$ cat config.mk
export PLATFORM = sky130hd
export DESIGN_NAME = crc_frame_serializer
export DESIGN_NICKNAME = d
export VERILOG_FILES = /design/src/rtl/crc_frame_serializer.sv
export SDC_FILE = /design/constraint.sdc
export NUM_CORES = 1
export LEC_CHECK = 0
export ABC_AREA = 1
export CAP_MARGIN = 20
export CELL_PAD_IN_SITES_DETAIL_PLACEMENT = 1
export CELL_PAD_IN_SITES_GLOBAL_PLACEMENT = 1
export CORE_MARGIN = 3
export CORE_UTILIZATION = 38
export CTS_CLUSTER_SIZE = 8
export DETAILED_ROUTE_END_ITERATION = 10
export GPL_TIMING_DRIVEN = 0
export PLACE_DENSITY_LB_ADDON = 0.1
export SYNTH_ARGS = -nofsm -noshare
export SYNTH_HDL_FRONTEND = slang
export SYNTH_SLANG_ARGS = --single-unit
export TNS_END_PERCENT = 50
$ cat constraint.sdc
create_clock -name CLK -period 2.3 [get_ports CLK]
set_clock_uncertainty 0.15 [all_clocks]
set_input_delay 0.345 -clock CLK [delete_from_list [all_inputs] [get_ports CLK]]
set_output_delay 0.345 -clock CLK [all_outputs]
set_load 0.05 [all_outputs]
$ cat src/rtl/crc_frame_serializer.sv
// Byte-to-bit serializer feeding the serial CRC stage; optional SER_MSB_FIRST_EN selects MSB-first order.
// Latency: first bit on DATA one edge after the handshake; CRC_WIDTH-cycle gap after the frame.
// Backpressure: P_READY only in IDLE or on the final bit of a non-last word; a frame never stalls.
module crc_frame_serializer #(
    parameter int DATA_WIDTH = 8,
    parameter int CRC_WIDTH  = 8
) (
    input  logic                  CLK,
    input  logic                  RST,
    input  logic [DATA_WIDTH-1:0] P_DATA,
    input  logic                  P_VALID,
    input  logic                  P_LAST,
    output logic                  P_READY,
    output logic                  ACTIVE,
    output logic                  DATA,
    output logic                  BUSY,
    output logic                  FRAME_DONE,
    output logic                  UNDERRUN
);
    localparam int BW = (DATA_WIDTH > 1) ? $clog2(DATA_WIDTH) : 1;
    localparam int GW = (CRC_WIDTH > 1) ? $clog2(CRC_WIDTH) : 1;

    typedef enum logic [1:0] {IDLE, SHIFT, GAP} state_t;

    state_t                state_q, state_d;
    logic [DATA_WIDTH-1:0] sreg_q, sreg_d;
    logic [BW-1:0]         bit_cnt_q, bit_cnt_d;
    logic [GW-1:0]         gap_cnt_q, gap_cnt_d;
    logic                  last_q, last_d;
    logic                  active_q, active_d;
    logic                  data_q, data_d;
    logic                  busy_q, busy_d;
    logic                  done_q, done_d;
    logic                  under_q, under_d;

    logic                  hs;
    logic                  last_bit;
    logic                  gap_end;
    logic                  first_bit;
    logic                  out_bit;
    logic [DATA_WIDTH-1:0] load_val;
    logic [DATA_WIDTH-1:0] shift_val;

    // The shift register holds only the bits not yet driven onto DATA.
`ifdef SER_MSB_FIRST_EN
    assign first_bit = P_DATA[DATA_WIDTH-1];
    assign load_val  = P_DATA << 1;
    assign out_bit   = sreg_q[DATA_WIDTH-1];
    assign shift_val = sreg_q << 1;
`else
    assign first_bit = P_DATA[0];
    assign load_val  = P_DATA >> 1;
    assign out_bit   = sreg_q[0];
    assign shift_val = sreg_q >> 1;
`endif

    assign last_bit = (bit_cnt_q == BW'(DATA_WIDTH - 1));
    assign gap_end  = (gap_cnt_q == GW'(CRC_WIDTH - 1));
    assign P_READY  = (state_q == IDLE) || ((state_q == SHIFT) && last_bit && !last_q);
    assign hs       = P_VALID && P_READY;

    always_ff @(posedge CLK or negedge RST) begin
        if (!RST) begin
            state_q   <= IDLE;
            sreg_q    <= '0;
            bit_cnt_q <= '0;
            gap_cnt_q <= '0;
            last_q    <= 1'b0;
            active_q  <= 1'b0;
            data_q    <= 1'b0;
            busy_q    <= 1'b0;
            done_q    <= 1'b0;
            under_q   <= 1'b0;
        end else begin
            state_q   <= state_d;
            sreg_q    <= sreg_d;
            bit_cnt_q <= bit_cnt_d;
            gap_cnt_q <= gap_cnt_d;
            last_q    <= last_d;
            active_q  <= active_d;
            data_q    <= data_d;
            busy_q    <= busy_d;
            done_q    <= done_d;
            under_q   <= under_d;
        end
    end

    always_comb begin
        state_d = state_q;
        case (state_q)
            IDLE:    if (hs) state_d = SHIFT;
            SHIFT:   if (last_bit && !hs) state_d = GAP;
            GAP:     if (gap_end) state_d = IDLE;
            default: state_d = IDLE;
        endcase
    end

    always_comb begin
        sreg_d    = sreg_q;
        bit_cnt_d = bit_cnt_q;
        gap_cnt_d = gap_cnt_q;
        last_d    = last_q;
        active_d  = 1'b0;
        data_d    = 1'b0;
        done_d    = 1'b0;
        under_d   = 1'b0;
        busy_d    = (state_d != IDLE);
        if (hs) begin
            sreg_d    = load_val;
            data_d    = first_bit;
            active_d  = 1'b1;
            bit_cnt_d = '0;
            last_d    = P_LAST;
        end else if (state_q == SHIFT) begin
            if (!last_bit) begin
                sreg_d    = shift_val;
                data_d    = out_bit;
                active_d  = 1'b1;
                bit_cnt_d = bit_cnt_q + BW'(1);
            end else begin
                // Frame ends here; a missing word on a non-last frame is an underrun.
                gap_cnt_d = '0;
                under_d   = !last_q;
            end
        end else if (state_q == GAP) begin
            gap_cnt_d = gap_cnt_q + GW'(1);
            if (gap_end) begin
                gap_cnt_d = '0;
                done_d    = 1'b1;
            end
        end
    end

    assign ACTIVE     = active_q;
    assign DATA       = data_q;
    assign BUSY       = busy_q;
    assign FRAME_DONE = done_q;
    assign UNDERRUN   = under_q;
endmodule

==> impl_metrics.csv, run 1 <==
group,metric,value,unit
critical_path,cp-start-kind,"flop",
power_and_ir_drop,ir_drop,0.699,mV
critical_path,cp_slowest_stage_delay,0.45,ns
finish,area_growth,21.5,%
drt,wl,2.38,mm
synthesis,yosys-mux-area-fraction,0,%
floorplanning,fp.dieH,59.6,um
floorplanning,core-area,2610,um2
floorplanning,die_area,3560,um2
critical_path,crit_type,"reg -> out",
finish,fin_nets,169,
cts,clockRootBuffer,"clkbuf_4",
synthesis,syn_area,1090,um2
critical_path,required,1.80,ns
finish,multi_input_area,462,um2
critical_path,worstPathArrival,1.64,ns
global_route,grt_start_max_net_pins,22,
synthesis,yosysUniqueCellTypes,18,
floorplanning,top_level_ports,18,
finish,final_common_cell,"nand2_1",
outcome,status,"complete, no violations",
synthesis,synth_adder_area_share,9.15,%
placement,routabilityCongestion,0.769,
finish,nFillCells,319,
cts,clk_latency,0.30,ns
global_route,antenna_found_initial,0,
critical_path,crit_chain,"inv_1, ha_2, nand3_2, nand2_4, clkbuf_4",
cts,cts.sinks,21,
critical_path,worst_setup_path_end_kind,"output pin",
cts,clkTransAtPathRegs,0.13,ns
timing,finalSetupViolCount,0,
timing,min_period_over_period,92.8,%
floorplanning,start_util,41.9,%
synthesis,yosys_warnings,0,
flow_run,cap_viol_max_count,0,
synthesis,synth-compound-area-share,9.73,%
drt,drc,0,
synthesis,synth-simple-area-share,23.1,%
drt,ant_nets,0,
global_route,grt_first_pass_wirelength,4.23,mm
synthesis,synth-xor-area-share,0,%
cts,cts_tree,"yes",
critical_path,crit_path_top_delay_cell,"dfrtp_1",
finish,drive_gt1_share,11.5,%
cts,cts_hold_buf,0,
cts,cts_buffers,3,
synthesis,synth-seq-cells,21,
power_and_ir_drop,power.density,1220,nW/um2
critical_path,path_max_fanout,6,
drt,vias,880,
timing,tns,0,ns
timing,maxSlewViolCount,0,
global_route,overflow,0,
floorplanning,die_x,59.6,um
drt,viasPerCell,4.94,
finish,layout_common_cells,"nand2_1 (30), inv_1 (23), dfrtp_1 (21)",
drt,wl_per_cell,13.3,um
timing,finalHoldViolCount,0,
synthesis,seq_area_frac_synth,48.1,%
finish,seqCellArea,526,um2
cts,htree_levels,1,
power_and_ir_drop,p_leak,0.000710,uW
timing,slew_headroom,36.8,%
placement,dpl_cell_area,1300,um2
synthesis,synth_top_family_by_area,"simple AND/OR/NAND/NOR gates",
timing,maxClockFrequency,468,MHz
cts,clockBufferDepth,2,
timing,finalCriticalPeriod,2.14,ns
floorplanning,rows,18,
synthesis,syn_area_per_cell,8.61,um2
placement,port_buffers,17,
cts,post-cts-setup-buffers,0,
timing,whs,0.355,ns
synthesis,synth_fp_nets,147,
placement,dpl.hpwl,1.84,mm
synthesis,synthCells,127,
drt,drt_pass1_iterations,4,
global_route,grt_pass1_vias,950,
drt,drt_iter0_drc,22,
global_route,track_usage,15.9,%
finish,antenna_cells,0,
timing,rsz0062_at_grt,"no",
timing,worst_slew_pin_slew,0.945,ns
finish,final_cell_area,1330,um2
worst_hold_path,hp-class,"reg -> reg",
==> area by class of cell <==
type	count	share of cell area (%)
clock buffer	3	1.69
buffer	1	0.847
tap	30	2.82
multi-input combinational	79	34.7
sequential	21	39.5
timing repair buffer	17	12.6
clock inverter	1	0.377
inverter	26	7.34
==> per-stage QoR <==
stage          power, uW  cells  utilization [%]  setup slack [ns]
6_report            1620    178             50.9             0.165
5_1_grt             1790    178             50.9            0.0161
4_1_cts             1650    178             50.8             0.103
3_5_place_dp        1470    174             49.8            -0.155
3_3_place_gp        1410    174             49.8            -0.103
2_1_floorplan       1210    127                -             0.523
==> cell families (layout without fill, tap and decap cells) <==
logic type / after synthesis / count (layout)
AOI/OAI and AO/OA: 19 / 19
buffers and inverters: 27 / 48
DFF: 21 / 21
adders and majority gates: 8 / 8
and+or+nand+nor: 52 / 52
==> state kept, by name, summed over array words and instances (netlist names) <==
register and count:
DATA 1, state_q 2, bit_cnt_q 3, gap_cnt_q 3, sreg_q 7, ACTIVE 1, FRAME_DONE 1, BUSY 1
last_q 1, UNDERRUN 1
==> power breakdown <==
group	leakage, uW	internal, uW	switching (uW)
Sequential	0.000266	520	74.8
Clock	0.0000177	64.8	118
Combinational	0.000426	292	554
Total	0.000710	877	747
==> per-layer routing <==
layer	global-route usage [%]	routed length (um)
met2	27.5	1150
met4	6.65	37
met1	19.3	1090
met5	0	0
met3	2.83	93
==> critical path, delay by kind of cell (launching register included) <==
| kind | cells | cell delay, ns |
|---|---|---|
| DFF | 1 | 0.45 |
| adders and majority gates | 1 | 0.28 |
| buffers and inverters | 2 | 0.35 |
| and+or+nand+nor | 2 | 0.26 |
==> final timing paths <==
check,startpoint,end,slack [ns],depth (start not counted)
min in group asynchronous,RST,bit_cnt_q[2],0.40,1
hold reg to reg,bit_cnt_q[2],bit_cnt_q[2],0.35,2
setup reg to reg,state_q[1],sreg_q[4],0.40,9
hold / removal,bit_cnt_q[2],bit_cnt_q[2],0.35,2
setup / recovery,state_q[1],P_READY,0.16,5
max in group asynchronous,RST,gap_cnt_q[1],1.02,1
==> synth_stat cells <==
library cell | count | share of area [%]
nand2_1 | 30 | 10
o21ai_0 | 11 | 5.0
nor3_1 | 1 | 0.46
a21oi_2 | 1 | 0.80
o31ai_1 | 1 | 0.69
nand3_1 | 9 | 4.1
a21oi_1 | 4 | 1.8
buf_6 | 1 | 1.0
ha_1 | 8 | 9.2
inv_1 | 23 | 7.9
nor2_1 | 5 | 1.7
dfrtp_1 | 21 | 48
nor2_4 | 1 | 1.0
o211ai_1 | 2 | 1.4
nand3_2 | 2 | 1.8
inv_2 | 3 | 1.0
or2_0 | 1 | 0.57
nand2_4 | 3 | 3.1
==> repair_timing <==
item / CTS / global route
setup endpoints to repair: 1 / 1
hold endpoints to repair: 0 / 0
gates resized for setup: 6 / 1
gates cloned: 0 / 0
Note: power is estimated with default switching activity, not from simulation.
==> inputs of run 2 (changes only) <==
==> constraint.sdc (replaced) <==
create_clock -name CLK -period 2.3 [get_ports CLK]
set_clock_uncertainty 0.15 [all_clocks]
set_input_delay 0.46 -clock CLK [delete_from_list [all_inputs] [get_ports CLK]]
set_output_delay 0.46 -clock CLK [all_outputs]
set_load 0.05 [all_outputs]
==> impl_metrics.csv, run 2 (synthesized netlist as in run 1, its figures left out) <==
group,metric,value,unit
drt,wl,2.38,mm
power_and_ir_drop,total_power,1640,uW
global_route,use_met1,19.3,%
cts,clkTransAtPathRegs,0.13,ns
cts,htree_levels,1,
global_route,busiest_layer,"met2",
drt,viasPerCell,4.94,
cts,clockRootBuffer,"clkbuf_4",
timing,maxSlewViolCount,0,
global_route,grt_start_max_net_pins,22,
timing,rsz0062_at_grt,"no",
finish,regMostFlops,"sreg_q",
drt,drt_pass1_iterations,4,
drt,ant_nets,0,
cts,cts_hold_buf,0,
cts,cts_buffers,3,
finish,area_growth,22.7,%
drt,drt_iter0_drc,22,
cts,post-cts-setup-buffers,0,
cts,clk_latency,0.30,ns
drt,wl_per_cell,13.3,um
finish,fin_nets,169,
placement,port_buffers,17,
placement,routabilityCongestion,0.769,
floorplanning,die_x,59.6,um
outcome,status,"complete, no violations",
finish,final_common_cell,"nand2_1",
cts,cts_tree,"yes",
global_route,antenna_found_initial,0,
floorplanning,rows,18,
floorplanning,top_level_ports,18,
floorplanning,start_util,41.9,%
timing,finalHoldViolCount,0,
placement,dpl_cell_area,1300,um2
critical_path,crit_type,"reg -> out",
flow_run,cap_viol_max_count,0,
power_and_ir_drop,power.density,1220,nW/um2
finish,utilization,51.3,%
global_route,use_met3,2.83,%
critical_path,path_max_fanout,3,
timing,finalSetupViolCount,0,
power_and_ir_drop,ir_drop,0.701,mV
drt,drc,0,
critical_path,cp-start-kind,"flop",
critical_path,required,1.69,ns
finish,drive_gt1_share,12.2,%
floorplanning,fp.dieH,59.6,um
timing,worst_slew_pin_slew,0.949,ns
worst_hold_path,hp-class,"reg -> reg",
global_route,overflow,0,
timing,slew_headroom,36.6,%
timing,min_period_over_period,93.8,%
critical_path,worst_setup_path_end_kind,"output pin",
finish,largest_reg_flops,7,
global_route,met2_usage,27.5,%
finish,nFillCells,319,
cts,clockBufferDepth,2,
power_and_ir_drop,p_leak,0.000709,uW
floorplanning,die_area,3560,um2
cts,cts.sinks,21,
finish,layout_common_cells,"nand2_1 (30), inv_1 (23), dfrtp_1 (21)",
global_route,grt_pass1_vias,950,
global_route,grt_first_pass_wirelength,4.23,mm
finish,final_cell_area,1340,um2
timing,maxClockFrequency,463,MHz
placement,dpl.hpwl,1.84,mm
critical_path,worstPathArrival,1.55,ns
drt,vias,880,
finish,antenna_cells,0,
finish,top_regs,"sreg_q x7, bit_cnt_q x3, gap_cnt_q x3",
floorplanning,core-area,2610,um2
global_route,track_usage,15.9,%
timing,finalCriticalPeriod,2.16,ns
## run 2: cell types whose count changed in the layout (fill, tap and decap cells not counted)
cell	previous run	this run
clkbuf_4	4	3
ha_1	7	6
ha_4	0	1
buf_4	0	1
## run 2: area by class of cell
type / instances / area [um2] / area share [%]
buffer: 1 / 11.3 / 0.840
multi-input combinational: 79 / 474 / 35.4
sequential: 21 / 526 / 39.2
clock buffer: 3 / 22.5 / 1.68
inverter: 26 / 97.6 / 7.28
tap: 30 / 37.5 / 2.80
clock inverter: 1 / 5.00 / 0.373
timing repair buffer: 17 / 168 / 12.5
## run 2: through the flow
step	std cells	hold slack, ns	TNS, ns	worst slack, ns
after floorplan	127	0.0144	0	0.523
final	178	0.358	0	0.142
after global placement	174	0.316	-0.218	-0.218
after global routing	178	0.389	0	0.0150
after detailed placement	174	0.336	-0.270	-0.270
after CTS	178	0.366	0	0.0522
## run 2: critical path: stages (launching register included)
cell     delay [ns]
dfrtp_1        0.40
ha_1           0.17
ha_2           0.24
nand3_2        0.14
nand2_4        0.10
buf_4          0.19
## run 2: what timing repair did
item / 4_1_cts / 5_1_grt
gates resized for setup: 7 / 2
endpoints found under the setup margin: 1 / 1
gates cloned: 0 / 0
## run 2: power by group
group | switching [uW] | total [uW] | internal (uW) | leakage, uW
clock | 119 | 183 | 64.8 | 0.0000177
sequential | 79.2 | 599 | 520 | 0.000266
combinational | 555 | 858 | 303 | 0.000426
## run 2: path summary, 6_finish.rpt
| check | start | end | slack [ns] | cells past startpoint |
|---|---|---|---|---|
| min in group asynchronous | RST | bit_cnt_q[2] | 0.52 | 1 |
| worst max register to register | state_q[1] | sreg_q[4] | 0.46 | 9 |
| worst max-delay path | bit_cnt_q[1] | P_READY | 0.14 | 5 |
| worst min register to register | bit_cnt_q[2] | bit_cnt_q[2] | 0.36 | 2 |
| worst min-delay path | bit_cnt_q[2] | bit_cnt_q[2] | 0.36 | 2 |
| max in group asynchronous | RST | gap_cnt_q[1] | 0.91 | 1 |
## run 2: routing by layer
metal | vias to the layer above | part of all wire, % | wire length, um
li1 | 439 | - | -
met1 | 421 | 46 | 1090
met2 | 16 | 49 | 1160
met3 | 4 | 4.0 | 94
met4 | 0 | 1.4 | 34
met5 | - | 0 | 0
